<file path="src/rtl/memory_layer_recall_controller_pkg.sv">
// memory_layer_recall_controller_pkg
// Shared types and width helpers for the GAM memory-layer recall path.
//   LEARNING_RECALL_T : mode select shared with the learning controller
//   READY_WAIT_T      : query-side handshake level
//   RECALL_STATE_T    : recall FSM state encoding
//   dist_w()          : squared-distance accumulator width, sized so the sum
//                       of DIM squared element differences can never overflow
//   elem_w()          : element index width (at least one bit)
package memory_layer_recall_controller_pkg;

   typedef enum logic {
      LEARNING = 1'b0,
      RECALL   = 1'b1
   } LEARNING_RECALL_T;

   typedef enum logic {
      WAIT  = 1'b0,
      READY = 1'b1
   } READY_WAIT_T;

   typedef enum logic [1:0] {
      IDLE  = 2'd0,
      SCAN  = 2'd1,
      DRAIN = 2'd2,
      DONE  = 2'd3
   } RECALL_STATE_T;

   function automatic int dist_w(input int dim, input int data_w);
      return 2 * data_w + $clog2(dim) + 1;
   endfunction

   function automatic int elem_w(input int dim);
      return (dim > 1) ? $clog2(dim) : 1;
   endfunction

endpackage

</file>
<file path="src/rtl/memory_layer_recall_controller_if.sv">
// memory_layer_recall_controller_if
// Bundles the three handshakes of the recall controller:
//   query  : in_valid, in_vec, ready_wait
//   memory : mem_rd_en, mem_node_addr, mem_elem_addr -> mem_rd_data, mem_rd_class
//            (read data returns one cycle after the strobe)
//   result : out_valid, out_ready, out_node, out_class, out_dist, out_no_match
// slave  : the recall controller side
// master : the environment (query source, node memory, result consumer)
interface memory_layer_recall_controller_if
   import memory_layer_recall_controller_pkg::*;
#(
   parameter int DIM     = 4,
   parameter int DATA_W  = 8,
   parameter int NODE_W  = 6,
   parameter int CLASS_W = 4
);
   localparam int ELEM_W = elem_w(DIM);
   localparam int DIST_W = dist_w(DIM, DATA_W);

   logic                   in_valid;
   logic [DIM*DATA_W-1:0]  in_vec;
   READY_WAIT_T            ready_wait;

   logic                   mem_rd_en;
   logic [NODE_W-1:0]      mem_node_addr;
   logic [ELEM_W-1:0]      mem_elem_addr;
   logic [DATA_W-1:0]      mem_rd_data;
   logic [CLASS_W-1:0]     mem_rd_class;

   logic                   out_valid;
   logic                   out_ready;
   logic [NODE_W-1:0]      out_node;
   logic [CLASS_W-1:0]     out_class;
   logic [DIST_W-1:0]      out_dist;
   logic                   out_no_match;

   modport slave (
      input  in_valid, in_vec,
      output ready_wait,
      output mem_rd_en, mem_node_addr, mem_elem_addr,
      input  mem_rd_data, mem_rd_class,
      output out_valid,
      input  out_ready,
      output out_node, out_class, out_dist, out_no_match
   );

   modport master (
      output in_valid, in_vec,
      input  ready_wait,
      input  mem_rd_en, mem_node_addr, mem_elem_addr,
      output mem_rd_data, mem_rd_class,
      input  out_valid,
      output out_ready,
      input  out_node, out_class, out_dist, out_no_match
   );

endinterface

</file>
<file path="src/rtl/memory_layer_recall_controller_gam_sq_dist_acc.sv">
// gam_sq_dist_acc
// Registered squared-difference accumulator. Each valid cycle adds |a-b|^2 to
// the running sum; clear_i restarts the sum with the current term. acc_done_o
// pulses for one cycle after a valid term flagged last_i, while acc_o holds
// the completed sum.
// Ports: clk, reset (sync, active-high), valid_i, clear_i, last_i,
//        a_i, b_i (unsigned DATA_W), acc_o (ACC_W), acc_done_o.
module gam_sq_dist_acc #(
   parameter int DATA_W = 8,
   parameter int ACC_W  = 19
) (
   input  logic              clk,
   input  logic              reset,
   input  logic              valid_i,
   input  logic              clear_i,
   input  logic              last_i,
   input  logic [DATA_W-1:0] a_i,
   input  logic [DATA_W-1:0] b_i,
   output logic [ACC_W-1:0]  acc_o,
   output logic              acc_done_o
);

   logic [DATA_W-1:0] diff;
   logic [ACC_W-1:0]  sq;
   logic [ACC_W-1:0]  acc_q;
   logic [ACC_W-1:0]  acc_d;
   logic              done_q;

   always_comb begin
      diff  = (a_i > b_i) ? (a_i - b_i) : (b_i - a_i);
      sq    = ACC_W'(diff) * ACC_W'(diff);
      acc_d = (clear_i ? '0 : acc_q) + sq;
   end

   always_ff @(posedge clk) begin
      if (reset) begin
         acc_q  <= '0;
         done_q <= 1'b0;
      end else begin
         done_q <= valid_i && last_i;
         if (valid_i) begin
            acc_q <= acc_d;
         end
      end
   end

   assign acc_o      = acc_q;
   assign acc_done_o = done_q;

endmodule

</file>
<file path="src/rtl/memory_layer_recall_controller.sv">
// memory_layer_recall_controller
// Recall-side reader of the GAM memory layer: accepts one query vector, reads
// every stored node element by element, accumulates squared Euclidean
// distance per node and reports the minimum-distance node, its class and the
// distance. Ties keep the lower node index.
// Ports:
//   clk, reset          : clock, synchronous active-high reset
//   learning_recall     : query accepted only in RECALL (sampled at capture)
//   node_count          : stored nodes, clamped to 2**NODE_W (sampled at capture)
//   recall_threshold    : only with RECALL_THRESHOLD_EN; best_dist above it
//                         flags out_no_match
//   bus (slave modport) : query, memory-read and result handshakes
// Optional build macro: RECALL_THRESHOLD_EN.
//
// state | meaning
// IDLE  | waiting for a query; READY while in RECALL mode
// SCAN  | one memory read per cycle, element-fastest over all nodes
// DRAIN | reads done; final accumulate and compare in flight
// DONE  | result held on out_* until out_ready
module memory_layer_recall_controller
   import memory_layer_recall_controller_pkg::*;
#(
   parameter int DIM     = 4,
   parameter int DATA_W  = 8,
   parameter int NODE_W  = 6,
   parameter int CLASS_W = 4
) (
   input  logic                            clk,
   input  logic                            reset,
   input  LEARNING_RECALL_T                learning_recall,
   input  logic [NODE_W:0]                 node_count,
`ifdef RECALL_THRESHOLD_EN
   input  logic [dist_w(DIM, DATA_W)-1:0]  recall_threshold,
`endif
   memory_layer_recall_controller_if.slave bus
);

   localparam int ELEM_W = elem_w(DIM);
   localparam int DIST_W = dist_w(DIM, DATA_W);
   localparam int CNT_W  = NODE_W + 1;
   localparam logic [CNT_W-1:0]  MAX_NODES = CNT_W'(1) << NODE_W;
   localparam logic [ELEM_W-1:0] LAST_ELEM = ELEM_W'(DIM - 1);

   RECALL_STATE_T         state_q;
   logic [DIM*DATA_W-1:0] x_q;
   logic [CNT_W-1:0]      n_q;
   logic [NODE_W-1:0]     node_q;
   logic [ELEM_W-1:0]     elem_q;
   logic                  rd_en_q;

   // read-return stage: tags for the data arriving on mem_rd_data this cycle
   logic                  pend_q;
   logic [ELEM_W-1:0]     pend_elem_q;
   logic [NODE_W-1:0]     pend_node_q;

   // node whose sum is completing on acc_done
   logic [NODE_W-1:0]     cand_node_q;
   logic [CLASS_W-1:0]    cand_class_q;

   logic [DIST_W-1:0]     best_dist_q;
   logic [NODE_W-1:0]     best_node_q;
   logic [CLASS_W-1:0]    best_class_q;
   logic                  out_valid_q;
   logic                  no_match_q;
`ifdef RECALL_THRESHOLD_EN
   logic [DIST_W-1:0]     thr_q;
`endif

   logic                  accept;
   logic [CNT_W-1:0]      n_clamped;
   logic                  last_issue;
   logic                  pend_last;
   logic [DATA_W-1:0]     x_elem;
   logic [DIST_W-1:0]     acc;
   logic                  acc_done;
   logic                  better;
   logic [DIST_W-1:0]     best_dist_d;
   logic                  no_match_d;

   always_comb begin
      accept     = (state_q == IDLE) && (learning_recall == RECALL) && !reset
                   && bus.in_valid;
      n_clamped  = (node_count > MAX_NODES) ? MAX_NODES : node_count;
      last_issue = ({1'b0, node_q} == (n_q - CNT_W'(1))) && (elem_q == LAST_ELEM);
      pend_last  = pend_q && (pend_elem_q == LAST_ELEM);
      x_elem     = x_q[int'(pend_elem_q) * DATA_W +: DATA_W];
      better     = acc_done && (acc < best_dist_q)
                   && ((state_q == SCAN) || (state_q == DRAIN));
      best_dist_d = better ? acc : best_dist_q;
`ifdef RECALL_THRESHOLD_EN
      no_match_d = (n_q == '0) || (best_dist_d > thr_q);
`else
      no_match_d = (n_q == '0);
`endif
   end

   gam_sq_dist_acc #(
      .DATA_W (DATA_W),
      .ACC_W  (DIST_W)
   ) u_acc (
      .clk        (clk),
      .reset      (reset),
      .valid_i    (pend_q),
      .clear_i    (pend_elem_q == '0),
      .last_i     (pend_elem_q == LAST_ELEM),
      .a_i        (x_elem),
      .b_i        (bus.mem_rd_data),
      .acc_o      (acc),
      .acc_done_o (acc_done)
   );

   always_ff @(posedge clk) begin
      if (reset) begin
         state_q      <= IDLE;
         x_q          <= '0;
         n_q          <= '0;
         node_q       <= '0;
         elem_q       <= '0;
         rd_en_q      <= 1'b0;
         pend_q       <= 1'b0;
         pend_elem_q  <= '0;
         pend_node_q  <= '0;
         cand_node_q  <= '0;
         cand_class_q <= '0;
         best_dist_q  <= '1;
         best_node_q  <= '0;
         best_class_q <= '0;
         out_valid_q  <= 1'b0;
         no_match_q   <= 1'b0;
`ifdef RECALL_THRESHOLD_EN
         thr_q        <= '0;
`endif
      end else begin
         pend_q      <= rd_en_q;
         pend_elem_q <= elem_q;
         pend_node_q <= node_q;

         // class is sampled with the node's last element, lined up with acc_done
         if (pend_last) begin
            cand_node_q  <= pend_node_q;
            cand_class_q <= bus.mem_rd_class;
         end

         if (better) begin
            best_dist_q  <= acc;
            best_node_q  <= cand_node_q;
            best_class_q <= cand_class_q;
         end

         case (state_q)
            IDLE: begin
               if (accept) begin
                  x_q          <= bus.in_vec;
                  n_q          <= n_clamped;
                  node_q       <= '0;
                  elem_q       <= '0;
                  best_dist_q  <= '1;
                  best_node_q  <= '0;
                  best_class_q <= '0;
`ifdef RECALL_THRESHOLD_EN
                  thr_q        <= recall_threshold;
`endif
                  if (n_clamped == '0) begin
                     state_q    <= DONE;
                     no_match_q <= 1'b1;
                  end else begin
                     state_q <= SCAN;
                     rd_en_q <= 1'b1;
                  end
               end
            end
            SCAN: begin
               if (last_issue) begin
                  rd_en_q <= 1'b0;
                  state_q <= DRAIN;
               end else if (elem_q == LAST_ELEM) begin
                  elem_q <= '0;
                  node_q <= node_q + NODE_W'(1);
               end else begin
                  elem_q <= elem_q + ELEM_W'(1);
               end
            end
            DRAIN: begin
               // once the return stage empties, acc_done carries the last node
               if (!pend_q) begin
                  state_q     <= DONE;
                  out_valid_q <= 1'b1;
                  no_match_q  <= no_match_d;
               end
            end
            DONE: begin
               if (out_valid_q && bus.out_ready) begin
                  state_q     <= IDLE;
                  out_valid_q <= 1'b0;
                  no_match_q  <= 1'b0;
               end else begin
                  out_valid_q <= 1'b1;
               end
            end
            default: state_q <= IDLE;
         endcase
      end
   end

   assign bus.ready_wait    = ((state_q == IDLE) && (learning_recall == RECALL) && !reset)
                              ? READY : WAIT;
   assign bus.mem_rd_en     = rd_en_q;
   assign bus.mem_node_addr = node_q;
   assign bus.mem_elem_addr = elem_q;
   assign bus.out_valid     = out_valid_q;
   assign bus.out_node      = best_node_q;
   assign bus.out_class     = best_class_q;
   assign bus.out_dist      = best_dist_q;
   assign bus.out_no_match  = no_match_q;

endmodule

</file>
<file path="src/flat_wrapper.sv">
// flat-port wrapper written by rule: the top's interface ports become plain ports
module memory_layer_recall_controller_flat import memory_layer_recall_controller_pkg::*;
#(
   parameter int DIM     = 4,
   parameter int DATA_W  = 8,
   parameter int NODE_W  = 6,
   parameter int CLASS_W = 4
)
  (clk, reset, learning_recall, node_count, bus_in_valid, bus_in_vec, bus_ready_wait, bus_mem_rd_en, bus_mem_node_addr, bus_mem_elem_addr, bus_mem_rd_data, bus_mem_rd_class, bus_out_valid, bus_out_ready, bus_out_node, bus_out_class, bus_out_dist, bus_out_no_match);
  memory_layer_recall_controller_if #(.DIM(DIM), .DATA_W(DATA_W), .NODE_W(NODE_W), .CLASS_W(CLASS_W)) bus_i ();
  input  logic clk;
  input  logic reset;
  input  LEARNING_RECALL_T learning_recall;
  input  logic [NODE_W:0] node_count;
  input wire logic [$bits(bus_i.in_valid)-1:0] bus_in_valid;
  input wire logic [$bits(bus_i.in_vec)-1:0] bus_in_vec;
  output wire logic [$bits(bus_i.ready_wait)-1:0] bus_ready_wait;
  output wire logic [$bits(bus_i.mem_rd_en)-1:0] bus_mem_rd_en;
  output wire logic [$bits(bus_i.mem_node_addr)-1:0] bus_mem_node_addr;
  output wire logic [$bits(bus_i.mem_elem_addr)-1:0] bus_mem_elem_addr;
  input wire logic [$bits(bus_i.mem_rd_data)-1:0] bus_mem_rd_data;
  input wire logic [$bits(bus_i.mem_rd_class)-1:0] bus_mem_rd_class;
  output wire logic [$bits(bus_i.out_valid)-1:0] bus_out_valid;
  input wire logic [$bits(bus_i.out_ready)-1:0] bus_out_ready;
  output wire logic [$bits(bus_i.out_node)-1:0] bus_out_node;
  output wire logic [$bits(bus_i.out_class)-1:0] bus_out_class;
  output wire logic [$bits(bus_i.out_dist)-1:0] bus_out_dist;
  output wire logic [$bits(bus_i.out_no_match)-1:0] bus_out_no_match;
  assign bus_i.in_valid = bus_in_valid;
  assign bus_i.in_vec = bus_in_vec;
  assign bus_ready_wait = bus_i.ready_wait;
  assign bus_mem_rd_en = bus_i.mem_rd_en;
  assign bus_mem_node_addr = bus_i.mem_node_addr;
  assign bus_mem_elem_addr = bus_i.mem_elem_addr;
  assign bus_i.mem_rd_data = bus_mem_rd_data;
  assign bus_i.mem_rd_class = bus_mem_rd_class;
  assign bus_out_valid = bus_i.out_valid;
  assign bus_i.out_ready = bus_out_ready;
  assign bus_out_node = bus_i.out_node;
  assign bus_out_class = bus_i.out_class;
  assign bus_out_dist = bus_i.out_dist;
  assign bus_out_no_match = bus_i.out_no_match;
  memory_layer_recall_controller #(.DIM(DIM), .DATA_W(DATA_W), .NODE_W(NODE_W), .CLASS_W(CLASS_W)) u_core (.clk(clk), .reset(reset), .learning_recall(learning_recall), .node_count(node_count), .bus(bus_i));
endmodule
</file>
<file path="config.mk">
export PLATFORM = sky130hd
export DESIGN_NAME = memory_layer_recall_controller_flat
export DESIGN_NICKNAME = d
export VERILOG_FILES = /design/src/rtl/memory_layer_recall_controller_pkg.sv /design/src/rtl/memory_layer_recall_controller_if.sv /design/src/rtl/memory_layer_recall_controller_gam_sq_dist_acc.sv /design/src/rtl/memory_layer_recall_controller.sv /design/src/flat_wrapper.sv
export SDC_FILE = /design/constraint.sdc
export NUM_CORES = 1
export LEC_CHECK = 0
export BUFFER_PORTS_ARGS = -buffer_cell sky130_fd_sc_hd__buf_2
export CORE_MARGIN = 8
export CORE_UTILIZATION = 30
export CTS_BUF_LIST = sky130_fd_sc_hd__clkbuf_4 sky130_fd_sc_hd__clkbuf_8
export DETAILED_ROUTE_END_ITERATION = 6
export RECOVER_POWER = 25
export REMOVE_ABC_BUFFERS = 1
export SLEW_MARGIN = 40
export SYNTH_ARGS = -nofsm -noshare
export SYNTH_HDL_FRONTEND = slang
export SYNTH_HIERARCHICAL = 1
export SYNTH_SLANG_ARGS = --single-unit
</file>
<file path="constraint.sdc">
create_clock -name clk -period 15.4 [get_ports clk]
set_input_delay 0.77 -clock clk [delete_from_list [all_inputs] [get_ports clk]]
set_output_delay 0.77 -clock clk [all_outputs]
set_load 0.05 [all_outputs]
</file>
==> Yosys cells after proc, flatten, opt, wreduce, memory -nomap -nowiden <==
Index checks and enable logic that the tools add are counted.
{ "word_totals": {"reg_bits": 120, "input_bits": 56, "out_inout_bits": 41, "word_cells": 106} }
{ "op_classes": {"add_sub_neg": 6, "mul": 1, "n_lt_le_gt_ge": 3, "eq_ne": 14, "shift": 1, "muxes": 39, "n_reduce_logical": 24} }
{ "op_table": {"columns": ["operator", "count"], "rows": [
  ["$mux W19", 4],
  ["$mux W6", 6],
  ["$shiftx A32 B6 Y8", 1],
  ["$add A19 B16 Y19", 1],
  ["$lt A19 B19 Y1", 1],
  ["$mul A8 B8 Y16", 1],
  ["$mux W2", 8],
  ["$sub A8 B8 Y8", 2],
  ["$logic_not A7 Y1", 2],
  ["$mux W4", 3],
  ["$pmux W6 S2", 1],
  ["$reduce_and A4 Y1", 3],
  ["$mux W1", 10],
  ["$eq A2 B2 Y1 const B", 4],
  ["$gt A8 B8 Y1", 1],
  ["$logic_and A1 B1 Y1", 8],
  ["$mux W8", 1],
  ["$ne A2 B1 Y1 const B", 4],
  ["$ne A2 B2 Y1 const B", 4],
  ["$pmux W2 S4", 1],
  ["$eq A6 B7 Y1", 1],
  ["$gt A7 B7 Y1 const B", 1],
  ["$mux W7", 1],
  ["$sub A7 B1 Y7 const B", 1],
  ["14 further kinds", 18]
]} }

==> Longest topological paths before layout <==
Gate-level depths: netlist of the first run.
{ "depth": {"depth_word": 6, "ltp_mapped": 32, "ltp_nobuf": 30} }

==> Modules after synthesis <==
The synthesis of the first run kept the hierarchy.
{ "by_module_without_submodules": {"columns": ["mod", "instances", "cells_per_inst", "area_each_um2", "seq_area_each_um2"], "rows": [
  ["memory_layer_recall_controller", 1, 570, 4784.6, 2001.9],
  ["gam_sq_dist_acc", 1, 446, 3828.7, 400.4]
]} }

==> Least setup slack after synthesis of the first run <==
OpenSTA, ideal clock, no wires.
{ "synth_timing": {"kind": "register to register", "start": "register u_core.pend_elem_q[0]", "end": "register u_core.u_acc.acc_q[14] (netlist: u_core/u_acc/acc_o[14])", "setup_ps": 117, "t_arrival_ps": 6790, "required_time_ps": 15283, "path_slack_ps": 8493, "stages_incl_launch_ff": 29, "n_path_buf": 2, "synth_period_minus_slack_ps": 6907, "path_cell_list": "dfxtp_1 > clkbuf_1 > mux4_2 > inv_1 > ha_1 > inv_1 > fa_1 > nand3_1 > a21oi_1 > o22a_1 > buf_6 > mux2i_4 > xor2_4 > inv_2 > or2_1 > fa_1 > inv_1 > fa_1 > fa_1 > inv_1 > fa_1 > inv_1 > ha_1 > a2111oi_0 > o21ai_0 > nand4_1 > nand2_1 > xor2_1 > a22o_1"} }
{ "synth_via": {"elab_chain_cells": 5, "elab_cells_between_ends": 9, "cone_classes": "add/sub (3); mul (1); order compare (1); shift (1); mux (2); reduce/logical (1)"} }
{ "synth_lines": {"columns": ["element", "line", "rtl"], "rows": [
  ["from (decl)", "memory_layer_recall_controller.sv:53", "logic [ELEM_W-1:0] pend_elem_q;"],
  ["from (signal assigned)", "memory_layer_recall_controller.sv:135", "pend_elem_q <= elem_q;"],
  ["$shiftx A32 B6 Y8 *", "memory_layer_recall_controller.sv:86", "x_elem = x_q[int'(pend_elem_q) * DATA_W +: DATA_W];"],
  ["via u_core.x_elem[0]", "memory_layer_recall_controller.sv:73", "logic [DATA_W-1:0] x_elem;"],
  ["$sub A8 B8 Y8 / $gt A8 B8 Y1 (equally long branches)", "memory_layer_recall_controller_gam_sq_dist_acc.sv:30", "diff = (a_i > b_i) ? (a_i - b_i) : (b_i - a_i);"],
  ["$mux W8 *", "memory_layer_recall_controller_gam_sq_dist_acc.sv:30", null],
  ["$mul A8 B8 Y16 *", "memory_layer_recall_controller_gam_sq_dist_acc.sv:31", "sq = ACC_W'(diff) * ACC_W'(diff);"],
  ["$add A19 B16 Y19 *", "memory_layer_recall_controller_gam_sq_dist_acc.sv:32", "acc_d = (clear_i ? '0 : acc_q) + sq;"],
  ["to (signal assigned)", "memory_layer_recall_controller_gam_sq_dist_acc.sv:37", "acc_q <= '0;"],
  ["to (signal assigned)", "memory_layer_recall_controller_gam_sq_dist_acc.sv:42", "acc_q <= acc_d;"],
  ["to (decl)", "memory_layer_recall_controller_gam_sq_dist_acc.sv:25", "logic [ACC_W-1:0] acc_q;"]
]} }
The timed path passes the listed nets; every way through them passes the cells marked *.
A chain may end at the register's enable or synchronous reset.

==> Worst setup path in the final report of the first run <==
Same ends and word-level chain as after synthesis.

==> flow_metrics.env, run 1 <==
export IMPL_fp_dieH_microns=185
export IMPL_drt_iter0_drc=428
export IMPL_grt_pass1_vias=7157
export IMPL_switchingPower_uw=663
export IMPL_clkLatencyLatePin_ns=0.44
export IMPL_whs_endpoint="u_core/cand_node_q[0]"
export IMPL_fin_nets=1272
export IMPL_yosys_top_cells_count="nand2_1 (150), inv_1 (125), dfxtp_1 (120)"
export IMPL_timing_rr_start="u_core/pend_elem_q[0]"
export IMPL_violations="capacitance limit, slew limit"
export IMPL_holdWs_ns=0.441
export IMPL_crit_path_start_kind="flop"
export IMPL_worstSetupEndpointType="flop"
export IMPL_rsz0062_at_grt="no"
export IMPL_cts_buffers=17
export IMPL_finalSetupViolations=0
export IMPL_postCtsHoldBufs=0
export IMPL_vdd_ir_drop_max_mv=0.141
export IMPL_synth_edf_count=0
export IMPL_drtAntennaViolNets=0
export IMPL_die_w_microns=185
export IMPL_seq_area_frac_synth_pct=27.9
export IMPL_start_util_pct=30.3
export IMPL_swShare_pct=44.2
export IMPL_rr_endpoint="u_core/u_acc/acc_o[14]"
export IMPL_drc=0
export IMPL_grt_ovfl_total=0
export IMPL_fmax_mhz=130
export IMPL_hold_viol=0
export IMPL_clockRootBuffer="clkbuf_8"
export IMPL_die_area_sq_um=34400
export IMPL_place_hpwl_mm=16.4
export IMPL_grt_total_usage_pct=12.7
export IMPL_power_frac_comb_pct=56.3
export IMPL_fill_cells=3026
export IMPL_cp_required_ns=15.72
export IMPL_synth_cells=1016
export IMPL_fin_ws_ns=7.71
export IMPL_rows=62
export IMPL_tightest_slew_ns=2.59
export IMPL_slew_headroom_pct=-72.9
export IMPL_synth_async_reset_ratio_pct=0
export IMPL_post_cts_setup_buffers=0
export IMPL_reg2reg_slack_ns=7.71
export IMPL_tritoncts="built"
export IMPL_p_clk_share_pct=20.4
export IMPL_netlist_area_sq_um=8610
export IMPL_cts_resized=0
export IMPL_post_route_period_util_pct=49.9
export IMPL_yosys_area_top_type="dfxtp_1"
export IMPL_antennaDiodeCount=0
export IMPL_core_sq_um=28500
export IMPL_grt_max_degree=78
export IMPL_yosysTopAreaCellShare_pct=27.9
export IMPL_clock_path_buffers=2
export IMPL_fin_util_pct=34.5
export IMPL_slowest_delay_ns=0.73
export IMPL_ys_types=75
export IMPL_layout_drive_gt1_share_pct=13.9
export IMPL_vias=7093
export IMPL_leakagePower_nw=4.36
export IMPL_drv_slew=61
export IMPL_power_density_nw_per_um2=153
export IMPL_synth_most_common_cell="nand2_1"
export IMPL_slowest_stage="dfxtp_1"
export IMPL_critical_path_max_fanout=11
export IMPL_area_delta_synth_final_pct=14.0
export IMPL_whs_path_depth=2
export IMPL_avgViaCountPerCell=4.76
export IMPL_syn_avg_cell_area_sq_um=8.48
export IMPL_totalPowerFinal_mw=1.50
export IMPL_finClkSkew_ns=0.0232
export IMPL_htreeDepth=4
export IMPL_pwr_share_seq_pct=23.2
export IMPL_grt_pass1_wl_mm=35.3
export IMPL_firstDrtPassIters=5
export IMPL_outcome="complete, but fails checks"
export IMPL_synthFlopType="dfxtp_1"
export IMPL_finalSetupTns_ns=0
export IMPL_ys_warn_count=6
export IMPL_place_gp_congestion=0.874
export IMPL_wl_per_cell_microns=14.3
export IMPL_wl_mm=21.4
export IMPL_setup_worst_path_class="reg -> reg"
export IMPL_hold_start="u_core/pend_node_q[0]"
export IMPL_reg2regPathDepth=26
export IMPL_period_minus_slack_ns=7.69
export IMPL_path_clk_slew_ns=0.08
export IMPL_port_buffers=96
export IMPL_antenna_found_initial=0
export IMPL_drv_cap=1
export IMPL_synth_top_cells_by_area="dfxtp_1 (28%), ha_1 (12%), fa_1 (9.5%), nand2_1 (6.5%), inv_1 (5.4%)"
export IMPL_place_ws_ns=7.72
export IMPL_cts_sinks=120
export IMPL_power_internal_uw=837
export IMPL_arrival_ns=8.01
export IMPL_ys_seq_elements=120
export IMPL_pin_count=97
export IMPL_worstHoldPathType="reg -> reg"
[power groups by stage]
| stage | Sequential (mW) | Clock (mW) | Combinational, mW |
|---|---|---|---|
| after floorplan | 0.351 | 0 | 0.675 |
| final | 0.349 | 0.306 | 0.845 |
| after CTS | 0.349 | 0.315 | 0.855 |
| after global routing | 0.352 | 0.331 | 0.970 |
| after global placement | 0.356 | 0 | 0.835 |
| after detailed placement | 0.356 | 0 | 0.850 |
[kinds of logic after synthesis]
| group | Yosys count | share of synthesized area, % |
|---|---|---|
| buffers and inverters | 172 | 8.00 |
| AO/OA/AOI/OAI | 176 | 12.7 |
| XOR/XNOR | 29 | 3.65 |
| adder cells (fa/ha/maj) | 122 | 21.3 |
| flip-flops | 120 | 27.9 |
| AND/OR/NAND/NOR | 345 | 18.9 |
| multiplexers | 52 | 7.57 |
[through the flow]
stage                     instances  instance area [sq um]
after floorplan                 971                   8400
after CTS                      1490                   9840
after global placement         1458                   9430
final                          1491                   9820
after detailed placement       1458                   9430
after global routing           1491                   9820
[state kept, by name, indices dropped and copies added, names as in the netlist, 2 cells and up]
register	cells
u_core/bus.mem_elem_addr	2
u_core/bus.mem_node_addr	6
u_core/bus.out_class	4
u_core/bus.out_dist	19
u_core/bus.out_node	6
u_core/cand_class_q	4
u_core/cand_node_q	6
u_core/n_q	7
u_core/pend_elem_q	2
u_core/pend_node_q	6
u_core/state_q	2
u_core/u_acc/acc_o	19
u_core/x_q	32
[worst max-delay path by stage]
stage          depth (start not counted)                     end             startpoint  slack [ns]
2_1_floorplan                         26  u_core/u_acc/acc_o[14]  u_core/pend_elem_q[0]        8.48
3_3_place_gp                          26  u_core/u_acc/acc_o[14]  u_core/pend_elem_q[0]        7.93
3_5_place_dp                          26  u_core/u_acc/acc_o[14]  u_core/pend_elem_q[0]        7.72
4_1_cts                               26  u_core/u_acc/acc_o[14]  u_core/pend_elem_q[0]        7.70
5_1_grt                               26  u_core/u_acc/acc_o[16]  u_core/pend_elem_q[0]        7.00
6_report                              26  u_core/u_acc/acc_o[14]  u_core/pend_elem_q[0]        7.71
[layer usage]
| metal | share of wire (%) | global-route usage, % | up-vias |
|---|---|---|---|
| li1 | - | - | 3537 |
| met1 | 46 | 15.8 | 3411 |
| met2 | 49 | 22.1 | 131 |
| met3 | 3.8 | 2.43 | 14 |
| met4 | 0.75 | 3.07 | 0 |
| met5 | 0 | 0 | - |
[worst max-delay path, delay by kind of cell (launching register included)]
kind,cells,cell delay [ns]
adder cells (fa/ha/maj),7,2.84
AO/OA/AOI/OAI,7,1.72
flip-flops,1,0.73
XOR/XNOR,2,0.71
AND/OR/NAND/NOR,4,0.61
multiplexers,1,0.60
buffers and inverters,5,0.34
[placed cells by master (no fill, tap or decap), types with 7 or more instances in the layout]
| master | synthesis | final |
|---|---|---|
| dfxtp_1 | 120 | 119 |
| nand4_1 | 8 | 8 |
| clkbuf_8 | 0 | 20 |
| clkbuf_1 | 25 | 18 |
| a21o_1 | 12 | 12 |
| o21ai_0 | 23 | 23 |
| mux4_2 | 8 | 8 |
| mux2i_1 | 39 | 38 |
| buf_2 | 5 | 80 |
| xor2_1 | 11 | 11 |
| ha_1 | 81 | 81 |
| nor2_1 | 83 | 83 |
| a21oi_1 | 80 | 79 |
| or4_1 | 7 | 7 |
| fa_1 | 41 | 41 |
| nor2b_1 | 27 | 27 |
| nand2_1 | 150 | 150 |
| xnor2_1 | 13 | 13 |
| nand3b_1 | 12 | 12 |
| inv_1 | 125 | 125 |
| a31oi_1 | 7 | 7 |
| a211oi_1 | 7 | 7 |
| nand2b_1 | 20 | 20 |
[final cells by class]
class / instances / area (sq um) / area share (%)
well taps: 384 / 480 / 4.89
multi-input cells: 724 / 5540 / 56.4
repair buffers: 104 / 513 / 5.22
flip-flops and latches: 120 / 2400 / 24.5
clock buffers: 20 / 275 / 2.80
inverters: 127 / 477 / 4.85
clock inverters: 12 / 138 / 1.40
Note: power is estimated with default switching activity, not from simulation.
==> run 2, diff against run 1 <==
==> constraint.sdc (replaced) <==
create_clock -name clk -period 7.8 [get_ports clk]
set_input_delay 0.39 -clock clk [delete_from_list [all_inputs] [get_ports clk]]
set_output_delay 0.39 -clock clk [all_outputs]
set_load 0.05 [all_outputs]
==> flow_metrics.env, run 2 (same netlist as run 1, synthesis figures left out) <==
export IMPL_slowest_delay_ns=0.56
export IMPL_grt_pass1_vias=6744
export IMPL_start_util_pct=30.3
export IMPL_fin_nets=1275
export IMPL_path_clk_slew_ns=0.09
export IMPL_die_area_sq_um=34400
export IMPL_swShare_pct=44.9
export IMPL_fmax_mhz=136
export IMPL_grt_pass1_wl_mm=33.6
export IMPL_port_buffers=96
export IMPL_antenna_found_initial=0
export IMPL_holdWs_ns=0.178
export IMPL_vias=7010
export IMPL_mostFrequentLayoutCells="nand2_1 (150), inv_1 (125), dfxtp_1 (118)"
export IMPL_fill_cells=3006
export IMPL_grt_max_degree=73
export IMPL_vdd_ir_drop_max_mv=0.232
export IMPL_slowest_stage="mux4_2"
export IMPL_arrival_ns=7.68
export IMPL_clkLatencyLatePin_ns=0.44
export IMPL_cp_top_family="adder cells"
export IMPL_switchingPower_mw=1.31
export IMPL_crit_path_start_kind="flop"
export IMPL_dp_cells=1462
export IMPL_setup_worst_path_class="reg -> reg"
export IMPL_power_density_nw_per_um2=297
export IMPL_finClkSkew_ns=0.0169
export IMPL_wl_per_cell_microns=13.9
export IMPL_core_sq_um=28500
export IMPL_rows=62
export IMPL_drt_iter0_drc=358
export IMPL_clock_path_buffers=2
export IMPL_worstSetupEndpointType="flop"
export IMPL_postCtsHoldBufs=0
export IMPL_postPlaceCellArea_sq_um=9460
export IMPL_area_delta_synth_final_pct=13.9
export IMPL_fp_dieH_microns=185
export IMPL_fin_ws_ns=0.450
export IMPL_totalPowerFinal_mw=2.91
export IMPL_tritoncts="built"
export IMPL_place_hpwl_mm=16.2
export IMPL_finalSetupViolations=0
export IMPL_power_frac_comb_pct=56.6
export IMPL_critical_path_max_fanout=10
export IMPL_finalSetupTns_ns=0
export IMPL_final_area_sq_um=9810
export IMPL_post_route_period_util_pct=94.2
export IMPL_period_minus_slack_ns=7.35
export IMPL_crit_chain="mux4_2 -> inv_1 -> ha_1 -> nand4_1 -> a21oi_1 -> o22a_1 -> mux2i_4 -> xor2_4 -> inv_2 -> or2_1 -> fa_1 -> inv_1 -> fa_1 -> fa_1 -> inv_1 -> fa_1 -> inv_1 -> ha_1 -> a2111oi_0 -> o21ai_0 -> nand4_1 -> nand2_1 -> xor2_1 -> a22o_1"
export IMPL_hold_viol=0
export IMPL_cts_sinks=120
export IMPL_slew_headroom_pct=27.4
export IMPL_top_register="u_core/x_q"
export IMPL_place_ws_ns=0.281
export IMPL_pin_count=97
export IMPL_drv_cap=0
export IMPL_drtAntennaViolNets=0
export IMPL_p_clk_share_pct=19.7
export IMPL_clockRootBuffer="clkbuf_8"
export IMPL_htreeDepth=4
export IMPL_outcome="finished, final reports clean"
export IMPL_power_internal_mw=1.60
export IMPL_tightest_slew_ns=1.09
export IMPL_finalNonFillerCells=1494
export IMPL_largest_reg_flops=32
export IMPL_die_w_microns=185
export IMPL_rsz0062_at_grt="no"
export IMPL_antennaDiodeCount=0
export IMPL_cp_required_ns=8.13
export IMPL_layout_drive_gt1_share_pct=13.0
export IMPL_drv_slew=0
export IMPL_firstDrtPassIters=5
export IMPL_grt_ovfl_total=0
export IMPL_wl_mm=20.7
export IMPL_leakagePower_nw=4.34
export IMPL_place_gp_congestion=0.890
export IMPL_crit_buf_inv=5
export IMPL_cts_buffers=17
export IMPL_drc=0
export IMPL_mostFrequentLayoutCell="nand2_1"
export IMPL_fin_util_pct=34.5
export IMPL_worstHoldPathType="in -> reg"
export IMPL_avgViaCountPerCell=4.69
export IMPL_grt_total_usage_pct=12.1
export IMPL_pwr_share_seq_pct=23.6
-- run 2: cell count changes in the layout (fill, tap and decap cells not counted), moves of 2 or more --
cell / delta
inv_8: +5
buf_2: -15
clkbuf_1: +13
buf_4: +5
clkinv_4: +2
clkbuf_8: -3
-- run 2: worst min-delay path, stage by stage --
cell	delay (ns)
buf_2	0.10
nand2_1	0.04
a21oi_1	0.05
-- run 2: final timing paths --
kind | from | endpoint | slack [ns] | cells after the start
max reg2reg | u_core/pend_elem_q[0] | u_core/u_acc/acc_o[14] | 0.45 | 24
max | u_core/pend_elem_q[0] | u_core/u_acc/acc_o[14] | 0.45 | 24
min reg2reg | u_core/pend_node_q[3] | u_core/cand_node_q[3] | 0.44 | 2
min | bus_in_vec[30] | u_core/x_q[30] | 0.18 | 3
-- run 2: area by class of cell --
type / count / area (sq um) / area share (%)
Clock buffer: 17 / 234 / 2.38
Inverter: 127 / 477 / 4.86
Timing Repair Buffer: 107 / 524 / 5.34
Clock inverter: 15 / 160 / 1.63
Multi-Input combinational cell: 724 / 5530 / 56.4
Sequential cell: 120 / 2400 / 24.5
Tap cell: 384 / 480 / 4.90
-- run 2: layer usage --
layer  global-route usage (%)  part of all wire, %
met3                     2.65                  4.1
met1                     15.3                   47
met2                     20.5                   48
met5                        0                    0
met4                     2.82                 0.91
-- run 2: power by group through the flow --
stage	sequential [mW]	clock, mW	combinational (mW)
floorplan	0.693	0	1.33
global route	0.694	0.620	1.91
detailed placement	0.703	0	1.65
CTS	0.689	0.596	1.66
global placement	0.703	0	1.64
finish	0.688	0.574	1.65
-- run 2: repair_timing --
action / in CTS / in global routing
setup endpoints to repair: 0 / 7
gates resized for setup: 0 / 1
buffers inserted: 0 / 0
